## config.mk

```make
export PLATFORM = sky130hd
export DESIGN_NAME = avr_serial_tx
export DESIGN_NICKNAME = d
export VERILOG_FILES = /design/src/rtl/avr_serial_tx.sv
export SDC_FILE = /design/constraint.sdc
export NUM_CORES = 1
export LEC_CHECK = 0
export CORE_ASPECT_RATIO = 0.9
export CORE_MARGIN = 2
export CORE_UTILIZATION = 50
export CTS_BUF_LIST = sky130_fd_sc_hd__clkbuf_4 sky130_fd_sc_hd__clkbuf_8
export CTS_CLUSTER_SIZE = 25
export DETAILED_ROUTE_END_ITERATION = 10
export GPL_ROUTABILITY_DRIVEN = 0
export PLACE_DENSITY = 0.75
export RECOVER_POWER = 100
export SKIP_LAST_GASP = 1
export SLEW_MARGIN = 20
export SYNTH_ARGS = -nofsm -noshare
export SYNTH_HDL_FRONTEND = slang
export SYNTH_SLANG_ARGS = --single-unit
```

## constraint.sdc

```tcl
create_clock -name clk -period 3.8 [get_ports clk]
set_input_delay 0.57 -clock clk [delete_from_list [all_inputs] [get_ports clk]]
set_output_delay 0.57 -clock clk [all_outputs]
set_load 0.005 [all_outputs]
```

## src/rtl/avr_serial_tx.sv

```systemverilog
// 8N1 transmitter toward the AVR's avr_rx pin, with a small byte FIFO and
// avr_rx_busy flow control sampled only between frames.
`timescale 1ns/1ps
module avr_serial_tx #(
  parameter int CLK_PER_BIT = 100,
  parameter int FIFO_DEPTH  = 4
) (
  input  logic       clk,
  input  logic       rst_n,
  input  logic [7:0] in_data,
  input  logic       in_valid,
  output logic       in_ready,
  output logic       tx,
  input  logic       rx_busy,
  output logic       busy,
  output logic [1:0] dbg_state
);
  // Handshake: a byte is pushed at a rising edge iff in_valid && in_ready;
  // in_valid may be held or dropped freely, in_ready depends only on the FIFO fill.

  localparam int CW = (CLK_PER_BIT > 2) ? $clog2(CLK_PER_BIT) : 1;
  localparam int AW = (FIFO_DEPTH > 2) ? $clog2(FIFO_DEPTH) : 1;
  localparam logic [CW-1:0] LAST_TICK = CW'(CLK_PER_BIT - 1);
  localparam logic [CW-1:0] TICK_ONE  = CW'(1);
  localparam logic [AW:0]   FULL      = (AW + 1)'(FIFO_DEPTH);
  localparam logic [AW:0]   CNT_ONE   = (AW + 1)'(1);
  localparam logic [AW-1:0] PTR_ONE   = AW'(1);

  typedef enum logic [1:0] {IDLE, START, DATA, STOP} state_t;

  state_t          state_q, state_d;
  logic [CW-1:0]   ctr_q, ctr_d;
  logic [2:0]      bit_q, bit_d;
  logic [7:0]      shift_q, shift_d;
  logic            tx_q, tx_d;
  logic            sync1_q, busy_sync_q;
  logic [7:0]      mem_q [FIFO_DEPTH];
  logic [AW-1:0]   wr_ptr_q, rd_ptr_q;
  logic [AW:0]     count_q;
  logic            push, pop, last;

  // Resets to "blocked" so nothing is sent before the AVR line is known.
  always_ff @(posedge clk or negedge rst_n) begin
    if (!rst_n) begin
      sync1_q     <= 1'b1;
      busy_sync_q <= 1'b1;
    end else begin
      sync1_q     <= rx_busy;
      busy_sync_q <= sync1_q;
    end
  end

  assign in_ready = (count_q != FULL);
  assign push     = in_valid && in_ready;

  always_ff @(posedge clk) begin
    if (push) mem_q[wr_ptr_q] <= in_data;
  end

  always_ff @(posedge clk or negedge rst_n) begin
    if (!rst_n) begin
      wr_ptr_q <= '0;
      rd_ptr_q <= '0;
      count_q  <= '0;
    end else begin
      if (push) wr_ptr_q <= wr_ptr_q + PTR_ONE;
      if (pop)  rd_ptr_q <= rd_ptr_q + PTR_ONE;
      case ({push, pop})
        2'b10:   count_q <= count_q + CNT_ONE;
        2'b01:   count_q <= count_q - CNT_ONE;
        default: count_q <= count_q;
      endcase
    end
  end

  always_ff @(posedge clk or negedge rst_n) begin
    if (!rst_n) begin
      state_q <= IDLE;
      ctr_q   <= '0;
      bit_q   <= '0;
      shift_q <= '0;
      tx_q    <= 1'b1;
    end else begin
      state_q <= state_d;
      ctr_q   <= ctr_d;
      bit_q   <= bit_d;
      shift_q <= shift_d;
      tx_q    <= tx_d;
    end
  end

  assign last = (ctr_q == LAST_TICK);

  // tx_d is the line level for the state being entered, so tx is glitch-free.
  always_comb begin
    state_d = state_q;
    ctr_d   = ctr_q + TICK_ONE;
    bit_d   = bit_q;
    shift_d = shift_q;
    tx_d    = tx_q;
    pop     = 1'b0;
    case (state_q)
      IDLE: begin
        ctr_d = ctr_q;
        tx_d  = 1'b1;
        if ((count_q != '0) && !busy_sync_q) begin
          pop     = 1'b1;
          shift_d = mem_q[rd_ptr_q];
          ctr_d   = '0;
          bit_d   = '0;
          state_d = START;
          tx_d    = 1'b0;
        end
      end
      START: begin
        tx_d = 1'b0;
        if (last) begin
          ctr_d   = '0;
          state_d = DATA;
          tx_d    = shift_q[0];
        end
      end
      DATA: begin
        tx_d = shift_q[0];
        if (last) begin
          ctr_d = '0;
          if (bit_q == 3'd7) begin
            state_d = STOP;
            tx_d    = 1'b1;
          end else begin
            shift_d = {1'b0, shift_q[7:1]};
            bit_d   = bit_q + 3'd1;
            tx_d    = shift_q[1];
          end
        end
      end
      STOP: begin
        tx_d = 1'b1;
        if (last) begin
          ctr_d   = '0;
          state_d = IDLE;
        end
      end
      default: begin
        state_d = IDLE;
        ctr_d   = '0;
        tx_d    = 1'b1;
      end
    endcase
  end

  assign tx        = tx_q;
  assign busy      = (state_q != IDLE) || (count_q != '0);
  assign dbg_state = state_q;

endmodule

```

# --- Yosys cells after proc, flatten, opt, wreduce, memory -nomap -nowiden ---
# Memory sizes are Yosys's and may differ from the RTL's.
# Cells that the tools add are included.
# W data, S select, Z words.
totals:
  ff_bits: 30
  latchBits: 0
  ramBits: 32
  romBits: 0
  in_bits: 12
  output_inout_bits: 5
  wordCells: 70
  memories: 1
classes:
  addsub: 6
  mul: 0
  n_div: 0
  order_cmp: 0
  eq_ne: 14
  shifts: 0
  muxes: 27
  bitwise: 0
  n_reduce_logical: 12
mem_list:
  columns: ["memory", "depth", "word_bits", "read_ports", "rd_clocked_by_memory_dff", "wr", "line_no", "text"]
  rows:
  - ["mem_q", 4, 8, 1, 0, 1, "37", "logic [7:0] mem_q [FIFO_DEPTH];"]
op_table:
  columns: ["cell", "count"]
  rows:
  - ["$mux W8", 3]
  - ["$pmux W8 S2", 1]
  - ["$mux W7", 2]
  - ["$pmux W7 S2", 1]
  - ["$ne A2 B2 Y1 const B", 6]
  - ["$pmux W3 S2", 2]
  - ["$mux W2", 5]
  - ["$mux W3", 3]
  - ["$mux W1", 8]
  - ["$pmux W2 S4", 1]
  - ["$add A7 B1 Y7 const B", 1]
  - ["$eq A7 B7 Y1 const B", 1]
  - ["$add A3 B1 Y3 const B", 2]
  - ["$eq A2 B2 Y1 const B", 3]
  - ["$reduce_bool A2 Y1", 3]
  - ["$reduce_and A5 Y1", 1]
  - ["$add A2 B1 Y2 const B", 2]
  - ["$eq A2 B1 Y1 const B", 2]
  - ["$pmux W1 S4", 1]
  - ["$reduce_and A4 Y1", 1]
  - ["$eq A3 B3 Y1 const B", 1]
  - ["$ne A3 B3 Y1 const B", 1]
  - ["$reduce_bool A3 Y1", 1]
  - ["$reduce_or A3 Y1", 1]
  - ["other kinds (5)", 6]

# --- Longest topological paths before layout ---
logic_depth:
  word_depth: 6
  depth_mapped: 10
  mapped_depth_nobuf: 10

# --- Worst setup path after synthesis ---
# OpenSTA, ideal clock, no wires.
synth_path:
  kind: "reg2reg"
  startpoint: "register state_q[0] (netlist: dbg_state[0])"
  endpoint: "register count_q[2]"
  t_arrival_ps: 2313
  required_time_ps: 3721
  setup_slack_ps: 1408
  path_stages_with_launch: 11
  synth_period_minus_slack_ps: 2392
  cell_sequence: "dfrtp_1 inv_1 ha_1 clkbuf_1 nor3b_1 ha_1 inv_1 fa_1 xor2_1 nor2_1 xor2_1"
synth_between:
  elab_chain_cells: 4
  word_cells_on_any_way: 6
  classes_between: "eq/ne: 2; mux: 2; reduce/logical: 2"
synth_lines:
  columns: ["item", "line_no", "text"]
  rows:
  - ["from (decl)", "31", "state_t state_q, state_d;"]
  - ["from (signal assigned)", "84", "state_q <= state_d;"]
  - ["$logic_not A2 Y1 *", "102", "case (state_q)"]
  - ["$mux W1 *", "102", null]
  - ["net pop", "40", "logic push, pop, last;"]
  - ["$eq A2 B1 Y1 / $eq A2 B2 Y1 (equally long branches)", "68", "case ({push, pop})"]
  - ["$pmux W3 S2 / $reduce_bool A2 Y1 (equally long branches)", null, null]
  - ["to (signal assigned)", "69", "2'b10: count_q <= count_q + CNT_ONE;"]
  - ["to (signal assigned)", "70", "2'b01: count_q <= count_q - CNT_ONE;"]
  - ["to (signal assigned)", "71", "default: count_q <= count_q;"]
  - ["to (decl)", "39", "logic [AW:0] count_q;"]
# Mark *: on every way through the listed nets, which the timed path passes. The rest lies on a longest branch.
# A chain may end at the register's enable or synchronous reset.

# --- Worst setup path after layout ---
layout_path:
  startpoint: "register ctr_q[2]"
  endpoint: "register bit_q[0]"
layout_between:
  elab_chain_cells: 3
layout_lines:
  columns: ["item", "line_no", "text"]
  rows:
  - ["from (decl)", "32", "logic [CW-1:0] ctr_q, ctr_d;"]
  - ["from (signal assigned)", "85", "ctr_q <= ctr_d;"]
  - ["$eq A7 B7 Y1", "92", "assign last = (ctr_q == LAST_TICK);"]
  - ["$ne A2 B2 Y1 (no source line)", null, null]
  - ["$reduce_and A4 Y1 (no source line)", null, null]
  - ["to (signal assigned)", "86", "bit_q <= bit_d;"]
  - ["to (decl)", "33", "logic [2:0] bit_q, bit_d;"]
# Every way passes these cells.

==> flow_summary_export.csv <==
group,metric,value,unit
timing,fmax,0.372,GHz
timing,skew,7.45,ps
min_path,hp-class,"reg2reg",
synth,ys_seq_area_share,60.6,%
timing,setup_slack,1110,ps
critical_path,startpoint_type,"register",
floorplan,fp-row-count,25,
drt,firstDrtPassIters,4,
place,dp_hpwl,2970,um
floorplan,die_area,0.00628,sq mm
synth,synth_top_family_by_area,"multiplexers",
synth,synth_fa_ha_area_share,6.01,%
clocking,clock_path_buffers,2,
power,power.density,530,mW/mm^2
global_routing,grt_pass1_vias,1569,
layout,nets,236,
synth,yosys.area.top_type_share,34.0,%
timing,hold_viol,0,
critical_path,path_delay_family,"simple AND/OR/NAND/NOR gates",
critical_path,slowest_delay,1120,ps
place,port_buffers,16,
critical_path,rrSetupSlack,1110,ps
synth,ys_async_sr_fraction,48.4,%
place,dpl_worst_slack,1250,ps
global_routing,grt_pass1_wl,7720,um
critical_path,crit_required,4020,ps
synth,syn_avg_cell_area,14.8,sq um
clocking,root_buffer,"clkbuf_8",
synth,synth-seq-cells,62,
floorplan,start_util,52.9,%
clocking,cts_buffers,9,
synth,ys.flop_type,"edfxtp_1",
synth,synthMostInstantiatedCell,"edfxtp_1",
clocking,clk_latency,340,ps
critical_path,cp.arrival,2910,ps
floorplan,die_h,75.4,um
clocking,postCtsHoldBufs,0,
synth,synth_cell_type_count,34,
synth,syn_inst,191,
critical_path,crit_fanout,11,
timing,finalCriticalPeriod,2690,ps
power,vdd_drop_max,0.000371,V
drt,viasPerCell,5.46,
layout,drive_gt1_share,17.1,%
layout,syn2layout_area_growth,13.5,%
clocking,cts_resized,0,
critical_path,crit_buf_inv,0,
layout,post-route-util,60.1,%
global_routing,overflow,0,
timing,rsz0062_at_grt,"no",
drt,dr_total_vias,1545,
synth,synth_edf_count,32,
synth,ys_warn_count,0,
synth,synth-simple-area-share,6.98,%
clocking,clock_sinks,62,
synth,synth_compound_area_share,4.82,%
critical_path,worstPathCellList,"nor4b_1 > nand4b_1 > a21o_1 > mux2_1",
synth,synth.net_count,216,
global_routing,track_usage,16.5,%
clocking,cts_tree,"done",
clocking,path_clk_slew,70,ps
critical_path,end_kind,"register",
clocking,post-cts-setup-buffers,0,
drt,ant_nets,0,
synth,synth-xor-area-share,2.17,%
synth,ys_top_cells_by_area,"edfxtp_1 (34%), dfrtp_1 (24%), mux4_2 (6.4%)",
drt,wl_per_cell,15.9,um
synth,yosys-top-cells-count,"edfxtp_1 (32), dfrtp_1 (27), ha_1 (12), inv_1 (12)",
drt,remaining_drc_errors,0,
timing,setup_viol,0,
synth,synth_mux_area_share,16.2,%
timing,max_slew_margin,-8.43,%
drt,routed_wirelength,4510,um
floorplan,core_area,0.00535,sq mm
run,drv_cap,1,
critical_path,cpMaxStageDelayCell,"nor4b_1",
global_routing,grt_max_degree,31,
synth,yosysTopAreaCell,"edfxtp_1",
timing,tightestPinTransition,1630,ps
drt,first_iter_violations,70,
layout,antenna_cells,0,
floorplan,ioPinCount,17,
timing,period_share,70.8,%
layout,fillCellCount,414,
timing,fin_setup_tns,0,ps
synth,synthesis.area,0.00283,sq mm
run_status,outcome,"finished with violations",
run_status,violations,"max-capacitance violations, max-slew violations",
timing,slew_viol_final,31,
critical_path,crit_type,"reg2reg",
power,p_total,1700,uW
clocking,htreeDepth,3,
floorplan,die_w,83.3,um
power,p_leak,0.00127,uW
global_routing,antenna_found_initial,0,
==> kinds of logic (layout without fill, tap and decap cells) <==
kind of cell / after synthesis / count (layout)
buffers and inverters: 20 / 45
and+or+nand+nor: 37 / 37
muxes: 31 / 31
xor gates and xnor gates: 7 / 7
DFF: 62 / 62
AOI/OAI and AO/OA: 21 / 21
adders and majority gates: 13 / 13
==> path summary, 6_finish.rpt <==
kind / start / endpoint / depth (start not counted)
max: ctr_q[2]$_DFFE_PN0P_ / bit_q[0]$_DFFE_PN0P_ / 4
min: sync1_q$_DFF_PN1_ / busy_sync_q$_DFF_PN1_ / 0
max reg2reg: ctr_q[2]$_DFFE_PN0P_ / bit_q[0]$_DFFE_PN0P_ / 4
min reg2reg: sync1_q$_DFF_PN1_ / busy_sync_q$_DFF_PN1_ / 0
max in group asynchronous: rst_n / dbg_state[1]$_DFFE_PN0P_ / 2
min in group asynchronous: rst_n / shift_q[5]$_DFFE_PN0P_ / 2
==> cells in the final DEF (no fill, tap or decap), drive strengths merged <==
master	n
inv	12
a21o	2
fa	1
nor3	3
clkdlybuf4s50	1
o21a	1
mux4	8
clkinvlp	1
ha	12
a22o	3
nand2	10
a311o	1
nor2b	1
nor2	8
clkbuf	10
nand4	1
mux2i	6
xor2	3
nor3b	1
edfxtp	32
dfrtp	27
clkinv	4
a31oi	2
nor4b	1
nand3	5
and2	2
dlygate4sd3	15
bufinv	2
dfstp	3
xnor2	4
o21ai	3
and3	4
a21oi	8
mux2	17
nand4b	1
o2bb2a	1
==> routing by layer <==
metal	track usage [%]	share of wire [%]
met1	20.8	45
met2	26.5	50
met3	6.18	3.8
met4	6.74	1.5
met5	0	0
==> layout make-up <==
| type | count | area [sq um] | area share [%] |
|---|---|---|---|
| Sequential cell | 62 | 1720 | 53.4 |
| Multi-Input combinational cell | 109 | 982 | 30.6 |
| Timing Repair Buffer | 17 | 164 | 5.10 |
| Clock buffer | 9 | 124 | 3.86 |
| Clock inverter | 7 | 98.8 | 3.08 |
| Tap cell | 67 | 83.8 | 2.61 |
| Inverter | 12 | 45.0 | 1.40 |
==> metrics by stage <==
stage / cells / hold slack [ps] / cell area (sq um)
after floorplan: 191 / 274 / 2830
after global placement: 267 / 346 / 3040
after detailed placement: 267 / 347 / 3040
after CTS: 283 / 368 / 3260
after global routing: 283 / 368 / 3210
final: 283 / 365 / 3210
==> sequential cells by signal, summed over array words and instances, names as in the netlist <==
name,cells
bit_q,3
wr_ptr_q,2
shift_q,8
ctr_q,7
sync1_q,1
dbg_state,2
rd_ptr_q,2
count_q,3
busy_sync_q,1
mem_q,32
tx,1
==> worst register-to-register path, stage by stage (launching register included) <==
cell and delay [ps]:
dfrtp_1 460, nor4b_1 1120, nand4b_1 180, a21o_1 410
mux2_1 390
==> power by group <==
part           internal [uW]  switching [uW]
Combinational           94.6             119
Sequential               815            39.7
Clock                    371             265
Power figures use the tool's default switching activity.
